==> src/rtl/tt_fsm_pkg.sv <==
// tt_fsm_pkg: shared cell-state encoding and default timing constants for the button conditioner.
// AUTO_REPEAT_EN adds the hold-counter width and auto-repeat defaults.
package tt_fsm_pkg;

  typedef enum logic [1:0] {
    S_LOW       = 2'b00,
    S_RISE_PEND = 2'b01,
    S_HIGH      = 2'b10,
    S_FALL_PEND = 2'b11
  } cell_state_e;

  localparam int              PRESC_W          = 24;
  localparam int              CNT_W            = 4;
  localparam logic [23:0]     DEF_TICK_DIV     = 24'd10_000;
  localparam int              DEF_STABLE_TICKS = 4;

`ifdef AUTO_REPEAT_EN
  localparam int HOLD_W            = 8;
  localparam int DEF_REPEAT_DELAY  = 50;
  localparam int DEF_REPEAT_PERIOD = 10;
`endif

endpackage

==> src/rtl/debounce_cell.sv <==
// debounce_cell: one button's debounce FSM, stability count and registered press/release pulses.
// With AUTO_REPEAT_EN a hold counter re-fires press while the accepted level stays high.
module debounce_cell
  import tt_fsm_pkg::*;
#(
  parameter int STABLE_TICKS = DEF_STABLE_TICKS
`ifdef AUTO_REPEAT_EN
  ,
  parameter int REPEAT_DELAY  = DEF_REPEAT_DELAY,
  parameter int REPEAT_PERIOD = DEF_REPEAT_PERIOD
`endif
) (
  input  logic clk,
  input  logic reset,
  input  logic tick,
  input  logic btn_sync,
  output logic level,
  output logic press,
  output logic release_pulse
);

  localparam logic [CNT_W-1:0] STABLE = CNT_W'(STABLE_TICKS);

  cell_state_e      state_q, state_d;
  logic [CNT_W-1:0] count_q, count_d, count_inc;
  logic             press_q, press_d;
  logic             release_q, release_d;
  logic             repeat_d;

  always_comb begin
    // NOTE: every output of this block gets a default first, so no path leaves a latch behind.
    state_d   = state_q;
    count_d   = count_q;
    press_d   = 1'b0;
    release_d = 1'b0;
    // Leaving a settled state always starts the agreement run at 1.
    count_inc = (state_q == S_LOW || state_q == S_HIGH) ? CNT_W'(1) : count_q + CNT_W'(1);
    if (tick) begin
      case (state_q)
        S_LOW, S_RISE_PEND: begin
          if (btn_sync) begin
            if (count_inc == STABLE) begin
              state_d = S_HIGH;
              count_d = '0;
              press_d = 1'b1;
            end else begin
              state_d = S_RISE_PEND;
              count_d = count_inc;
            end
          end else begin
            state_d = S_LOW;
            count_d = '0;
          end
        end
        S_HIGH, S_FALL_PEND: begin
          if (!btn_sync) begin
            if (count_inc == STABLE) begin
              state_d   = S_LOW;
              count_d   = '0;
              release_d = 1'b1;
            end else begin
              state_d = S_FALL_PEND;
              count_d = count_inc;
            end
          end else begin
            state_d = S_HIGH;
            count_d = '0;
          end
        end
        default: begin
          state_d = S_LOW;
          count_d = '0;
        end
      endcase
    end
  end

`ifdef AUTO_REPEAT_EN
  localparam logic [HOLD_W-1:0] REP_FIRST = HOLD_W'(REPEAT_DELAY);
  localparam logic [HOLD_W-1:0] REP_LAST  = HOLD_W'(REPEAT_DELAY + REPEAT_PERIOD);

  logic [HOLD_W-1:0] hold_q, hold_d, hold_inc;

  always_comb begin
    hold_d   = hold_q;
    hold_inc = hold_q + HOLD_W'(1);
    repeat_d = 1'b0;
    if (tick) begin
      // Only a tick that stays in S_HIGH counts; any other tick restarts the hold.
      if (state_q == S_HIGH && btn_sync) begin
        if (hold_inc == REP_LAST) begin
          hold_d   = REP_FIRST;
          repeat_d = 1'b1;
        end else begin
          hold_d   = hold_inc;
          repeat_d = (hold_inc == REP_FIRST);
        end
      end else begin
        hold_d = '0;
      end
    end
  end

  always_ff @(posedge clk or posedge reset) begin
    if (reset) hold_q <= '0;
    else       hold_q <= hold_d;
  end
`else
  assign repeat_d = 1'b0;
`endif

  // NOTE: reset sits in the sensitivity list, so these flops clear the moment it rises.
  always_ff @(posedge clk or posedge reset) begin
    if (reset) begin
      state_q   <= S_LOW;
      count_q   <= '0;
      press_q   <= 1'b0;
      release_q <= 1'b0;
    end else begin
      // NOTE: non-blocking updates keep every flop sampling pre-edge values.
      state_q   <= state_d;
      count_q   <= count_d;
      press_q   <= press_d | repeat_d;
      release_q <= release_d;
    end
  end

  assign level         = (state_q == S_HIGH) || (state_q == S_FALL_PEND);
  assign press         = press_q;
  assign release_pulse = release_q;

endmodule

==> src/rtl/btn_step_conditioner.sv <==
// btn_step_conditioner: synchronises raw buttons, generates the sample tick and debounces each bit.
// AUTO_REPEAT_EN passes the auto-repeat timing down to every debounce_cell.
module btn_step_conditioner
  import tt_fsm_pkg::*;
#(
  parameter int                 N_BTN        = 8,
  parameter logic [PRESC_W-1:0] TICK_DIV     = DEF_TICK_DIV,
  parameter int                 STABLE_TICKS = DEF_STABLE_TICKS
`ifdef AUTO_REPEAT_EN
  ,
  parameter int REPEAT_DELAY  = DEF_REPEAT_DELAY,
  parameter int REPEAT_PERIOD = DEF_REPEAT_PERIOD
`endif
) (
  input  logic             clk,
  input  logic             reset,
  input  logic             ena,
  input  logic [N_BTN-1:0] btn_raw,
  output logic [N_BTN-1:0] btn_level,
  output logic [N_BTN-1:0] btn_press,
  output logic [N_BTN-1:0] btn_release,
  output logic             any_press,
  output logic             tick
);

  logic [N_BTN-1:0]   sync1_q, sync1_d;
  logic [N_BTN-1:0]   sync2_q, sync2_d;
  logic [PRESC_W-1:0] presc_q, presc_d;
  logic               tick_c;

  assign tick_c = ena && (presc_q == TICK_DIV - PRESC_W'(1));

  always_comb begin
    sync1_d = btn_raw;
    sync2_d = sync1_q;
    presc_d = presc_q;
    if (ena) presc_d = tick_c ? '0 : presc_q + PRESC_W'(1);
  end

  // The synchroniser keeps running with ena low so btn_sync is fresh when ena returns.
  always_ff @(posedge clk or posedge reset) begin
    if (reset) begin
      sync1_q <= '0;
      sync2_q <= '0;
      presc_q <= '0;
    end else begin
      sync1_q <= sync1_d;
      sync2_q <= sync2_d;
      presc_q <= presc_d;
    end
  end

  for (genvar i = 0; i < N_BTN; i++) begin : g_cell
    debounce_cell #(
      .STABLE_TICKS (STABLE_TICKS)
`ifdef AUTO_REPEAT_EN
      ,
      .REPEAT_DELAY (REPEAT_DELAY),
      .REPEAT_PERIOD(REPEAT_PERIOD)
`endif
    ) u_cell (
      .clk          (clk),
      .reset        (reset),
      .tick         (tick_c),
      .btn_sync     (sync2_q[i]),
      .level        (btn_level[i]),
      .press        (btn_press[i]),
      .release_pulse(btn_release[i])
    );
  end

  assign any_press = |btn_press;
  assign tick      = tick_c;

endmodule

==> config.mk <==
export PLATFORM = sky130hd
export DESIGN_NAME = btn_step_conditioner
export DESIGN_NICKNAME = d
export VERILOG_FILES = /design/src/rtl/tt_fsm_pkg.sv /design/src/rtl/debounce_cell.sv /design/src/rtl/btn_step_conditioner.sv
export SDC_FILE = /design/constraint.sdc
export NUM_CORES = 1
export LEC_CHECK = 0
export BUFFER_PORTS_ARGS = -buffer_cell sky130_fd_sc_hd__buf_2
export CORE_MARGIN = 1
export CORE_UTILIZATION = 62
export CTS_BUF_LIST = sky130_fd_sc_hd__clkbuf_2
export CTS_CLUSTER_SIZE = 10
export DETAILED_ROUTE_END_ITERATION = 10
export GPL_ROUTABILITY_DRIVEN = 0
export HOLD_SLACK_MARGIN = 0.02
export PLACE_DENSITY_LB_ADDON = 0.08
export SYNTH_ARGS = -nofsm -noshare
export SYNTH_HDL_FRONTEND = slang
export SYNTH_SLANG_ARGS = --single-unit
export TNS_END_PERCENT = 50
==> constraint.sdc <==
create_clock -name clk -period 4.02 [get_ports clk]
set_input_delay 0.804 -clock clk [delete_from_list [all_inputs] [get_ports clk]]
set_output_delay 0.804 -clock clk [all_outputs]
set_load 0.005 [all_outputs]
==> results of run 1 <==
[where the power goes]
| group | leakage (nW) | internal, W | total (W) | switching [W] |
|---|---|---|---|---|
| Clock | 0.0658 | 0.000147 | 0.000476 | 0.000329 |
| Combinational | 1.05 | 0.0000350 | 0.0000909 | 0.0000559 |
| Sequential | 1.40 | 0.00108 | 0.00112 | 0.0000375 |
[metal layers]
metal / GRT usage / share of wire / vias up
li1: - / - / 1652
met1: 0.292 / 0.46 / 1608
met2: 0.384 / 0.49 / 60
met3: 0.0547 / 0.033 / 10
met4: 0.0622 / 0.011 / 0
met5: 0 / 0 / -
[cells in the mapped netlist (all sizes together), types with 2 or more instances]
cell / count / area, sq um
nor4b: 6 / 52.6
a22o: 7 / 61.3
inv: 11 / 41.3
dfrtp: 104 / 2600
and3: 14 / 87.6
ha: 9 / 113
nand2b: 22 / 138
o21ai: 28 / 140
nor3b: 2 / 15.0
nand2: 81 / 304
a2111o: 7 / 78.8
nand4: 6 / 37.5
o31ai: 7 / 52.6
mux2: 3 / 37.5
and2: 3 / 18.8
xor2: 16 / 140
nor2: 15 / 56.3
and4: 2 / 17.5
xnor2: 14 / 123
nor3: 4 / 30.0
mux2i: 8 / 80.1
clkbuf: 16 / 60.1
nor4: 12 / 87.6
buf: 29 / 205
nand3: 47 / 240
[cells in the final DEF (no fill, tap or decap), types with 3 or more instances in the layout]
cell type and count:
xor2_1 16, clkbuf_2 11, buf_2 36, nand3_1 45
nand2b_1 22, nand4_1 6, nand2_1 81, o21ai_0 17
mux2i_1 8, o31ai_1 7, xnor2_1 14, dfrtp_1 104
nor2_1 15, buf_4 5, a2111o_1 7, nor4_1 10
and3_1 14, ha_1 9, and2_1 3, nor4b_1 6
o21ai_1 11, a22o_1 7, inv_1 10
[cells by family (layout without fill, tap and decap cells)]
| group | count (synthesis) | after routing |
|---|---|---|
| buffers and inverters | 56 | 68 |
| adder cells (fa/ha/maj) | 9 | 9 |
| AO/OA/AOI/OAI | 51 | 51 |
| multiplexers | 11 | 11 |
| XOR/XNOR | 30 | 30 |
| flip-flops | 104 | 104 |
| AND/OR/NAND/NOR | 220 | 220 |
[critical path: stages (launching register included)]
cell	delay, ps
dfrtp_1	490
or4b_4	590
nor3_2	190
nand3_2	70
buf_4	240
inv_1	70
buf_2	100
[metrics by stage]
stage / util / hold WS, ps / power, W / instance area (sq um) / cells
after detailed placement: 0.648 / 336 / 0.00123 / 4980 / 579
after global placement: 0.648 / 333 / 0.00122 / 4980 / 579
final: 0.662 / 289 / 0.00168 / 5090 / 595
after floorplan: - / 331 / 0.00119 / 4890 / 481
after CTS: 0.662 / 271 / 0.00171 / 5090 / 595
after global routing: 0.662 / 266 / 0.00176 / 5090 / 595
[flip-flops by register name (all words and copies together) (netlist names)]
name / flops
g_cell.u_cell.count_q: 32
presc_q: 24
g_cell.u_cell.state_q: 16
g_cell.u_cell.press: 8
g_cell.u_cell.release_pulse: 8
sync1_q: 8
sync2_q: 8
[worst max path at each step]
stage,slack (ps),from,endpoint
CTS,840,presc_q[7]$_DFFE_PP0P_,tick
global placement,1140,ena,g_cell[1].u_cell.state_q[1]$_DFFE_PP0P_
detailed placement,1040,ena,g_cell[1].u_cell.state_q[1]$_DFFE_PP0P_
floorplan,480,reset,g_cell[0].u_cell.count_q[0]$_DFFE_PP0P_
finish,910,presc_q[7]$_DFFE_PP0P_,tick
global route,740,presc_q[7]$_DFFE_PP0P_,tick
[final cells by class]
class | count | area, sq um
Multi-Input combinational cell | 321 | 1990
Sequential cell | 104 | 2600
Fill cell | 651 | 2600
Clock buffer | 11 | 55.1
Timing Repair Buffer | 41 | 218
Tap cell | 102 | 128
Clock inverter | 5 | 57.6
Inverter | 11 | 43.8
==> summary.txt, run 1 <==
Detailed routing
  – Via count: ~3.3k
  – Antenna-violating nets left: 0
  – Initial DRT Pass Iterations: 5
  – Post-Route WL: around 8500 um
  – Drt wl/cell: 14.2 um
  – DR DRC count: 0
  – Avg Vias per Cell: 5.60
  – Initial DRC count: 112

Clock tree
  – Clock root cell: clkbuf_2
  – CTS Sinks: 104
  – Max clock buf depth: 2
  – Insertion delay to the later sink of the worst-skew pair: roughly 550 ps
  – Hold_buf cts: 0
  – Cts repair resizes: 0
  – CTS Buf Count: 9
  – CTS tree: built
  – Post-CTS setup buffers: 0
  – Htree depth: 3
  – Worst-path clk slew: 250 ps

Synthesis
  – Synth Area in Compound Gates: 0.0716
  – Synthesized area per cell: approximately 10 sq um
  – Post-synthesis simple-gate area fraction: 0.233
  – Number of flops mapped to enable cells by yosys: 0
  – Top_reg_cell synth: dfrtp_1
  – Adder-cell share of the synthesized area: 0.0230
  – YS warnings: 0
  – Sequential fraction of the synthesis area: 0.532
  – Cells after Synth: 481
  – Xor and xnor fraction of the mapped netlist area: 0.0537
  – Count of cell types in the netlist: 39
  – Main combinational cell family by area after synthesis: simple AND/OR/NAND/NOR gates
  – Multiplexer area fraction after synthesis: 0.0240
  – Mapped Nets: 501
  – Post-Synthesis Cell Area: 0.00489 sq mm
  – Seq cells post-synth: 104
  – Async S/R FF share, synth: 1.00

Setup path
  – FF-to-FF End: g_cell[1].u_cell.state_q[1]$_DFFE_PP0P_
  – CP arrival: 2300 ps
  – Setup Crit Path Kind: reg2out
  – Crit end category: primary output
  – Critical path required time: 3220 ps
  – R2R depth: 6
  – Reg2reg setup slack: 1290 ps
  – Crit-path max FO: 24
  – Crit path launch type: flip-flop
  – Reg2reg start: presc_q[7]$_DFFE_PP0P_

Timing
  – Final min period: 3110 ps
  – Fin crit share: 0.773
  – Final setup fails: 0
  – Slew @ Worst Pin: 704 ps
  – Slew margin rel.: 0.530
  – Setup Skew: 11.3 ps
  – Final Hold Fails: 0
  – FMAX: approximately 0.32 GHz
  – Setup TNS: 0 ps
  – Setup WS post-layout: 914 ps
  – Max-slew violation count: 0
  – RSZ-0062 raised after global routing: no

Pwr
  – Max IR drop VDD: 198 uV
  – Leakage power: 2.52 nW
  – Power per cell area: ~330 mW/mm^2

Floorplan
  – Starting Density: 0.636
  – DIE AREA: ~0.0082 sq mm
  – Die H: between 90 and 100 um
  – Die W: roughly 90 um
  – I/O Pins: 37
  – Row cnt: 32
  – Core area: ~0.0077 sq mm

Global routing
  – Initial antenna violation count: 0
  – Vias in the first global route: around 3.3k
  – All-Layer GR Usage: 0.227
  – First-pass GRT wire length: 14,900 um
  – Largest net degree at the start of global routing: 53
  – GR Overflow Total: 0

Placement
  – Dpl hpwl: 5790 um
  – Port Buffers: 36
  – DP Worst Slack: 1040 ps

Finish
  – Number of diodes: 0
  – Final Net Count: about 510
  – Area growth, synth to finish: 4.09%
  – Layout cells sized above 1: 0.136

Outcome
  – Status: complete, no violations

Worst hold path
  – Hold crit path type: in2async

Run
  – Max_cap viols: 0
Note: power is estimated with default switching activity, not from simulation.
==> inputs of run 2 (changes only) <==
--- a/config.mk
+++ b/config.mk
@@ -7,7 +7,7 @@
 export LEC_CHECK = 0
 export BUFFER_PORTS_ARGS = -buffer_cell sky130_fd_sc_hd__buf_2
 export CORE_MARGIN = 1
-export CORE_UTILIZATION = 62
+export CORE_UTILIZATION = 56
 export CTS_BUF_LIST = sky130_fd_sc_hd__clkbuf_2
 export CTS_CLUSTER_SIZE = 10
 export DETAILED_ROUTE_END_ITERATION = 10
==> constraint.sdc (replaced) <==
create_clock -name clk -period 2.6 [get_ports clk]
set_input_delay 0.52 -clock clk [delete_from_list [all_inputs] [get_ports clk]]
set_output_delay 0.52 -clock clk [all_outputs]
set_load 0.005 [all_outputs]
==> summary.txt, run 2 (synthesis results as in run 1) <==
Floorplan
  – Row cnt: 33 (+3.1%)
  – Die W: 95.5 um (+5.1%)
  – DIE AREA: 0.00911 sq mm (+10%)
  – I/O Pins: 37 (unchanged)
  – Core area: 0.00834 sq mm (+8.5%)
  – Die H: 95.5 um (+5.1%)
  – Starting Density: 0.586 (-0.0498)

Clock tree
  – Insertion delay to the later sink of the worst-skew pair: 560 ps (about the same)
  – Clock root cell: clkbuf_2
  – Max clock buf depth: 2 (unchanged)
  – Htree depth: 3 (unchanged)
  – CTS Buf Count: 9 (unchanged)
  – CTS Sinks: 104 (unchanged)
  – Worst-path clk slew: 270 ps (+20 ps)
  – CTS tree: built

Global routing
  – Initial antenna violation count: 0 (unchanged)
  – GR Overflow Total: 0 (unchanged)
  – First-pass GRT wire length: 14,700 um (-1.6%)
  – Largest net degree at the start of global routing: 105 (+98%)
  – Vias in the first global route: 3,251 (-2.6%)
  – All-Layer GR Usage: 0.210 (-0.0164)

Setup path
  – R2R depth: 7 (+1)
  – CP arrival: 2050 ps (-250 ps)
  – Setup Crit Path Kind: reg2out
  – Critical path required time: 2080 ps (-1140 ps)
  – Reg2reg setup slack: 320 ps (-970 ps)
  – Crit path launch type: flip-flop
  – Crit path capture: tick
  – Reg2reg start: presc_q[11]$_DFFE_PP0P_
  – Crit-path max FO: 3 (-88%)
  – Crit end category: primary output
  – CP startpoint: presc_q[11]$_DFFE_PP0P_
  – FF-to-FF End: g_cell[2].u_cell.state_q[1]$_DFFE_PP0P_

Finish
  – Fill cells: 704 (+8.1%)
  – Area growth, synth to finish: 8.77%
  – Number of diodes: 0 (unchanged)
  – Max reg flops: 32 (unchanged)
  – Most common cell after layout, fill and taps aside: dfrtp_1
  – Biggest regs: g_cell.u_cell.count_q x32, presc_q x24, g_cell.u_cell.state_q x16
  – Reg with most FFs: g_cell.u_cell.count_q
  – Layout cells sized above 1: 0.160 (+0.0236)
  – Final Net Count: 529 (+4.1%)
  – Most frequent cells in the layout: dfrtp_1 (104), nand2_1 (81), nand3_1 (45)
  – Fin cells: 619 (+4.0%)

Detailed routing
  – DR DRC count: 0 (unchanged)
  – Initial DRC count: 121 (+8.0%)
  – Initial DRT Pass Iterations: 4 (-1)
  – Post-Route WL: 8630 um (+2.0%)
  – Via count: 3,405 (+2.3%)
  – Drt wl/cell: 13.9 um (-1.9%)
  – Antenna-violating nets left: 0 (unchanged)
  – Avg Vias per Cell: 5.50 (-1.7%)

Placement
  – Port Buffers: 36 (unchanged)
  – Cell count after placement: 584 (+0.86%)
  – Dpl hpwl: 5680 um (-1.8%)

Pwr
  – Max IR drop VDD: 340 uV (+72%)
  – Leakage power: 2.64 nW (+5.0%)
  – Power per cell area: 500 mW/mm^2 (+51%)

Worst hold path
  – Hold crit path type: in2async

Timing
  – Max-slew violation count: 0 (unchanged)
  – FMAX: around 0.39 GHz
  – Final min period: 2570 ps
  – Slew @ Worst Pin: 576 ps (-127 ps)
  – Hold WS: 18.9 ps (-270 ps)
  – Setup Skew: 36.7 ps (+25.4 ps)
  – Final Hold Fails: 0 (unchanged)
  – Setup TNS: 0 ps (unchanged)
  – Final setup fails: 0 (unchanged)
  – RSZ-0062 raised after global routing: yes
  – Fin crit share: 0.988
  – Slew margin rel.: 0.616 (+0.0854)

Outcome
  – Status: complete, no violations

Run
  – Max_cap viols: 0 (unchanged)
run 2: cell count changes in the layout (fill, tap and decap cells not counted), moves of 2 or more:
cell and change:
clkbuf_2 -2, buf_12 +2, dlygate4sd3_1 +8, inv_6 +2, buf_4 +11
run 2: area by class of cell:
type,instances,area (sq um),share of cell area
clock inverters,7,77.6,0.0146
well taps,105,131,0.0247
clock buffers,9,45.0,0.00847
flip-flops and latches,104,2600,0.489
multi-input cells,321,2000,0.376
inverters,11,45.0,0.00847
repair buffers,62,420,0.0790
run 2: per-stage QoR:
| stage | total power [W] | area [sq um] | util | setup slack [ps] |
|---|---|---|---|---|
| 2_1_floorplan | 0.00185 | 4890 | - | 565 |
| 3_3_place_gp | 0.00189 | 5020 | 0.602 | 513 |
| 3_5_place_dp | 0.00190 | 5020 | 0.602 | 442 |
| 4_1_cts | 0.00269 | 5280 | 0.633 | -33.1 |
| 5_1_grt | 0.00279 | 5320 | 0.638 | -108 |
| 6_report | 0.00266 | 5320 | 0.638 | 32.3 |
run 2: where the power goes:
group	switching [W]	internal, W
Sequential	0.0000562	0.00167
Clock	0.000540	0.000232
Combinational	0.0000917	0.0000681
run 2: worst min-delay path by stage:
stage | from | endpoint
after floorplan | sync1_q[0]$_DFF_PP0_ | sync2_q[0]$_DFF_PP0_
after global placement | sync1_q[2]$_DFF_PP0_ | sync2_q[2]$_DFF_PP0_
after detailed placement | sync1_q[2]$_DFF_PP0_ | sync2_q[2]$_DFF_PP0_
after CTS | btn_raw[6] | sync1_q[6]$_DFF_PP0_
after global routing | reset | g_cell[6].u_cell.state_q[1]$_DFFE_PP0P_
final | reset | g_cell[4].u_cell.release_pulse$_DFF_PP0_
run 2: timing repair:
action	in CTS	in global routing
endpoints found under the hold margin	7	1
buffers inserted	8	3
pin swaps	1	4
gates resized for setup	1	2
hold buffers	7	1
setup endpoints to repair	1	1
run 2: routing by layer:
| metal | global-route usage | share of wire |
|---|---|---|
| met1 | 0.269 | 0.47 |
| met2 | 0.361 | 0.50 |
| met3 | 0.0423 | 0.025 |
| met4 | 0.0622 | 0.010 |
| met5 | 0 | 0 |
run 2: critical path, cell delays in order, from the launching register on:
cell	delay [ps]
dfrtp_1	450
or4b_4	580
nor3_4	180
nand3_2	110
inv_1	80
buf_2	110
==> inputs of run 3 (changes only) <==
--- a/config.mk
+++ b/config.mk
@@ -7,9 +7,9 @@
 export LEC_CHECK = 0
 export BUFFER_PORTS_ARGS = -buffer_cell sky130_fd_sc_hd__buf_2
 export CORE_MARGIN = 1
-export CORE_UTILIZATION = 56
+export CORE_UTILIZATION = 45
 export CTS_BUF_LIST = sky130_fd_sc_hd__clkbuf_2
-export CTS_CLUSTER_SIZE = 10
+export CTS_CLUSTER_SIZE = 30
 export DETAILED_ROUTE_END_ITERATION = 10
 export GPL_ROUTABILITY_DRIVEN = 0
 export HOLD_SLACK_MARGIN = 0.02
==> summary.txt, run 3 (synthesis results as in run 1) <==
Outcome
  – Status: complete, no violations

Finish
  – Fill cells: 940 (+34%)
  – Layout cells sized above 1: 0.160 (unchanged)
  – Max reg flops: 32 (unchanged)
  – Biggest regs: g_cell.u_cell.count_q x32, presc_q x24, g_cell.u_cell.state_q x16
  – Most common cell after layout, fill and taps aside: dfrtp_1
  – Number of diodes: 0 (unchanged)
  – Reg with most FFs: g_cell.u_cell.count_q
  – Area growth, synth to finish: 9.59%
  – Final Net Count: 529 (unchanged)
  – Most frequent cells in the layout: dfrtp_1 (104), nand2_1 (81), nand3_1 (45)
  – Fin cells: 650 (+5.0%)

Clock tree
  – Clock root cell: clkbuf_2
  – Worst-path clk slew: 290 ps (+20 ps)
  – CTS tree: built
  – Htree depth: 3 (unchanged)
  – CTS Sinks: 104 (unchanged)
  – Insertion delay to the later sink of the worst-skew pair: 580 ps (+20 ps)
  – Max clock buf depth: 2 (unchanged)
  – CTS Buf Count: 9 (unchanged)

Setup path
  – Reg2reg start: presc_q[1]$_DFFE_PP0P_
  – Slowest library cell on the worst path: or4b_4
  – R2R depth: 8 (+1)
  – CP startpoint: presc_q[7]$_DFFE_PP0P_
  – Setup Crit Path Kind: reg2out
  – Crit end category: primary output
  – CP arrival: 2060 ps (about the same)
  – Critical path required time: 2080 ps (about the same)
  – CP max stage delay: 580 ps (about the same)
  – Crit path launch type: flip-flop
  – Crit-path max FO: 3 (unchanged)
  – Worst-path cell chain: or4b_4 -> nor3_4 -> nand3_4 -> inv_2 -> buf_6

Global routing
  – Initial antenna violation count: 0 (unchanged)
  – All-Layer GR Usage: 0.174 (-0.0358)
  – Largest net degree at the start of global routing: 61 (-42%)
  – GR Overflow Total: 0 (unchanged)
  – First-pass GRT wire length: 15,400 um (+5.1%)
  – Vias in the first global route: 3,305 (+1.7%)

Timing
  – Setup Skew: 30.6 ps (-6.14 ps)
  – Slew @ Worst Pin: 640 ps (+63.8 ps)
  – FMAX: 0.388 GHz (-0.41%)
  – Setup TNS: 0 ps (unchanged)
  – RSZ-0062 raised after global routing: yes
  – Final min period: 2580 ps (+10.5 ps)
  – Fin crit share: 0.992 (+0.00404)
  – Final setup fails: 0 (unchanged)
  – Final Hold Fails: 0 (unchanged)
  – Max-slew violation count: 0 (unchanged)
  – Slew margin rel.: 0.572 (-0.0435)
  – Hold WS: 176 ps (+157 ps)

Placement
  – Dpl hpwl: 6130 um (+8.0%)
  – Port Buffers: 36 (unchanged)
  – Cell count after placement: 617 (+5.7%)

Floorplan
  – Core area: 0.0104 sq mm (+25%)
  – I/O Pins: 37 (unchanged)
  – DIE AREA: 0.0113 sq mm (+24%)
  – Die W: 106 um (+11%)
  – Die H: 106 um (+11%)
  – Row cnt: 37 (+12%)
  – Starting Density: 0.470 (-0.117)

Pwr
  – P_sw: 0.000718 W (+4.4%)
  – Leakage power: 2.63 nW (-0.44%)
  – Power per cell area: 486 mW/mm^2 (-2.8%)
  – Clock power share: 0.270 (-0.020)
  – Max IR drop VDD: 219 uV (-36%)
  – Internal Power: 0.00189 W (-4.3%)
  – Power share of the combinational group: 0.065 (+0.005)
  – Switching share of power: 0.276 (+0.0170)
  – Reg power frac: 0.665 (+0.015)

Detailed routing
  – DR DRC count: 0 (unchanged)
  – Post-Route WL: 9090 um (+5.3%)
  – Avg Vias per Cell: 5.25 (-4.5%)
  – Via count: 3,413 (+0.23%)
  – Antenna-violating nets left: 0 (unchanged)
  – Initial DRC count: 159 (+31%)
  – Drt wl/cell: 14.0 um (+0.30%)
  – Initial DRT Pass Iterations: 4 (unchanged)

Worst hold path
  – Hold crit path type: in2reg
  – Worst Hold Launch: ena
  – Worst Hold Path Cells: 2

Run
  – Max_cap viols: 0 (unchanged)
==> run 3: cell types whose count changed in the layout (fill, tap and decap cells not counted), sizes merged <==
cell	previous run	this run
inv	13	14
dlygate4sd3	8	9
bufinv	1	0
buf	54	53
==> run 3: stage by stage <==
stage	worst slack (ps)	instance area, sq um	utilization	total power, W
4_1_cts	-26.4	5340	0.512	0.00263
3_5_place_dp	327	5080	0.487	0.00190
6_report	21.8	5360	0.515	0.00260
3_3_place_gp	375	5080	0.487	0.00190
5_1_grt	-64.3	5360	0.515	0.00273
2_1_floorplan	565	4890	-	0.00185
==> run 3: cell type report <==
type,instances,area [sq um],area share
Inverter,11,45.0,0.00840
Multi-Input combinational cell,321,2010,0.376
Clock buffer,9,45.0,0.00840
Sequential cell,104,2600,0.486
Timing Repair Buffer,62,429,0.0801
Tap cell,136,170,0.0317
Clock inverter,7,53.8,0.0100
==> run 3: routing by layer <==
metal / GRT usage / up-vias / part of all wire
met5: 0 / - / 0
met2: 0.281 / 52 / 0.46
li1: - / 1700 / -
met3: 0.0264 / 16 / 0.029
met1: 0.237 / 1645 / 0.49
met4: 0.0694 / 0 / 0.020
==> run 3: final timing paths <==
check | to | slack, ps
worst max-delay path | tick | 20
worst min-delay path | presc_q[0]$_DFFE_PP0P_ | 180
worst max register to register | g_cell[2].u_cell.count_q[3]$_DFFE_PP0P_ | 330
worst min register to register | sync2_q[1]$_DFF_PP0_ | 390
max in group asynchronous | presc_q[8]$_DFFE_PP0P_ | 1430
min in group asynchronous | g_cell[6].u_cell.state_q[1]$_DFFE_PP0P_ | 500
==> run 3: critical path: cells and delay by family, from the launching register on <==
family	cells	cell delay [ps]
flops	1	440
simple gates	3	910
buf+inv	2	160
==> run 3: what timing repair did <==
action                                  4_1_cts  5_1_grt
pin swaps                                     2        0
resized for setup                             3        4
hold buffers                                  9        0
endpoints found under the setup margin        1        1
endpoints found under the hold margin        32        0
buffers inserted                              7        1
==> run 3: power groups by stage <==
| stage | registers (W) | clock network (W) | logic (W) |
|---|---|---|---|
| after CTS | 0.00173 | 0.000731 | 0.000169 |
| after floorplan | 0.00174 | 0 | 0.000107 |
| after global routing | 0.00174 | 0.000792 | 0.000197 |
| after detailed placement | 0.00175 | 0 | 0.000151 |
| after global placement | 0.00175 | 0 | 0.000147 |
| final | 0.00173 | 0.000702 | 0.000170 |
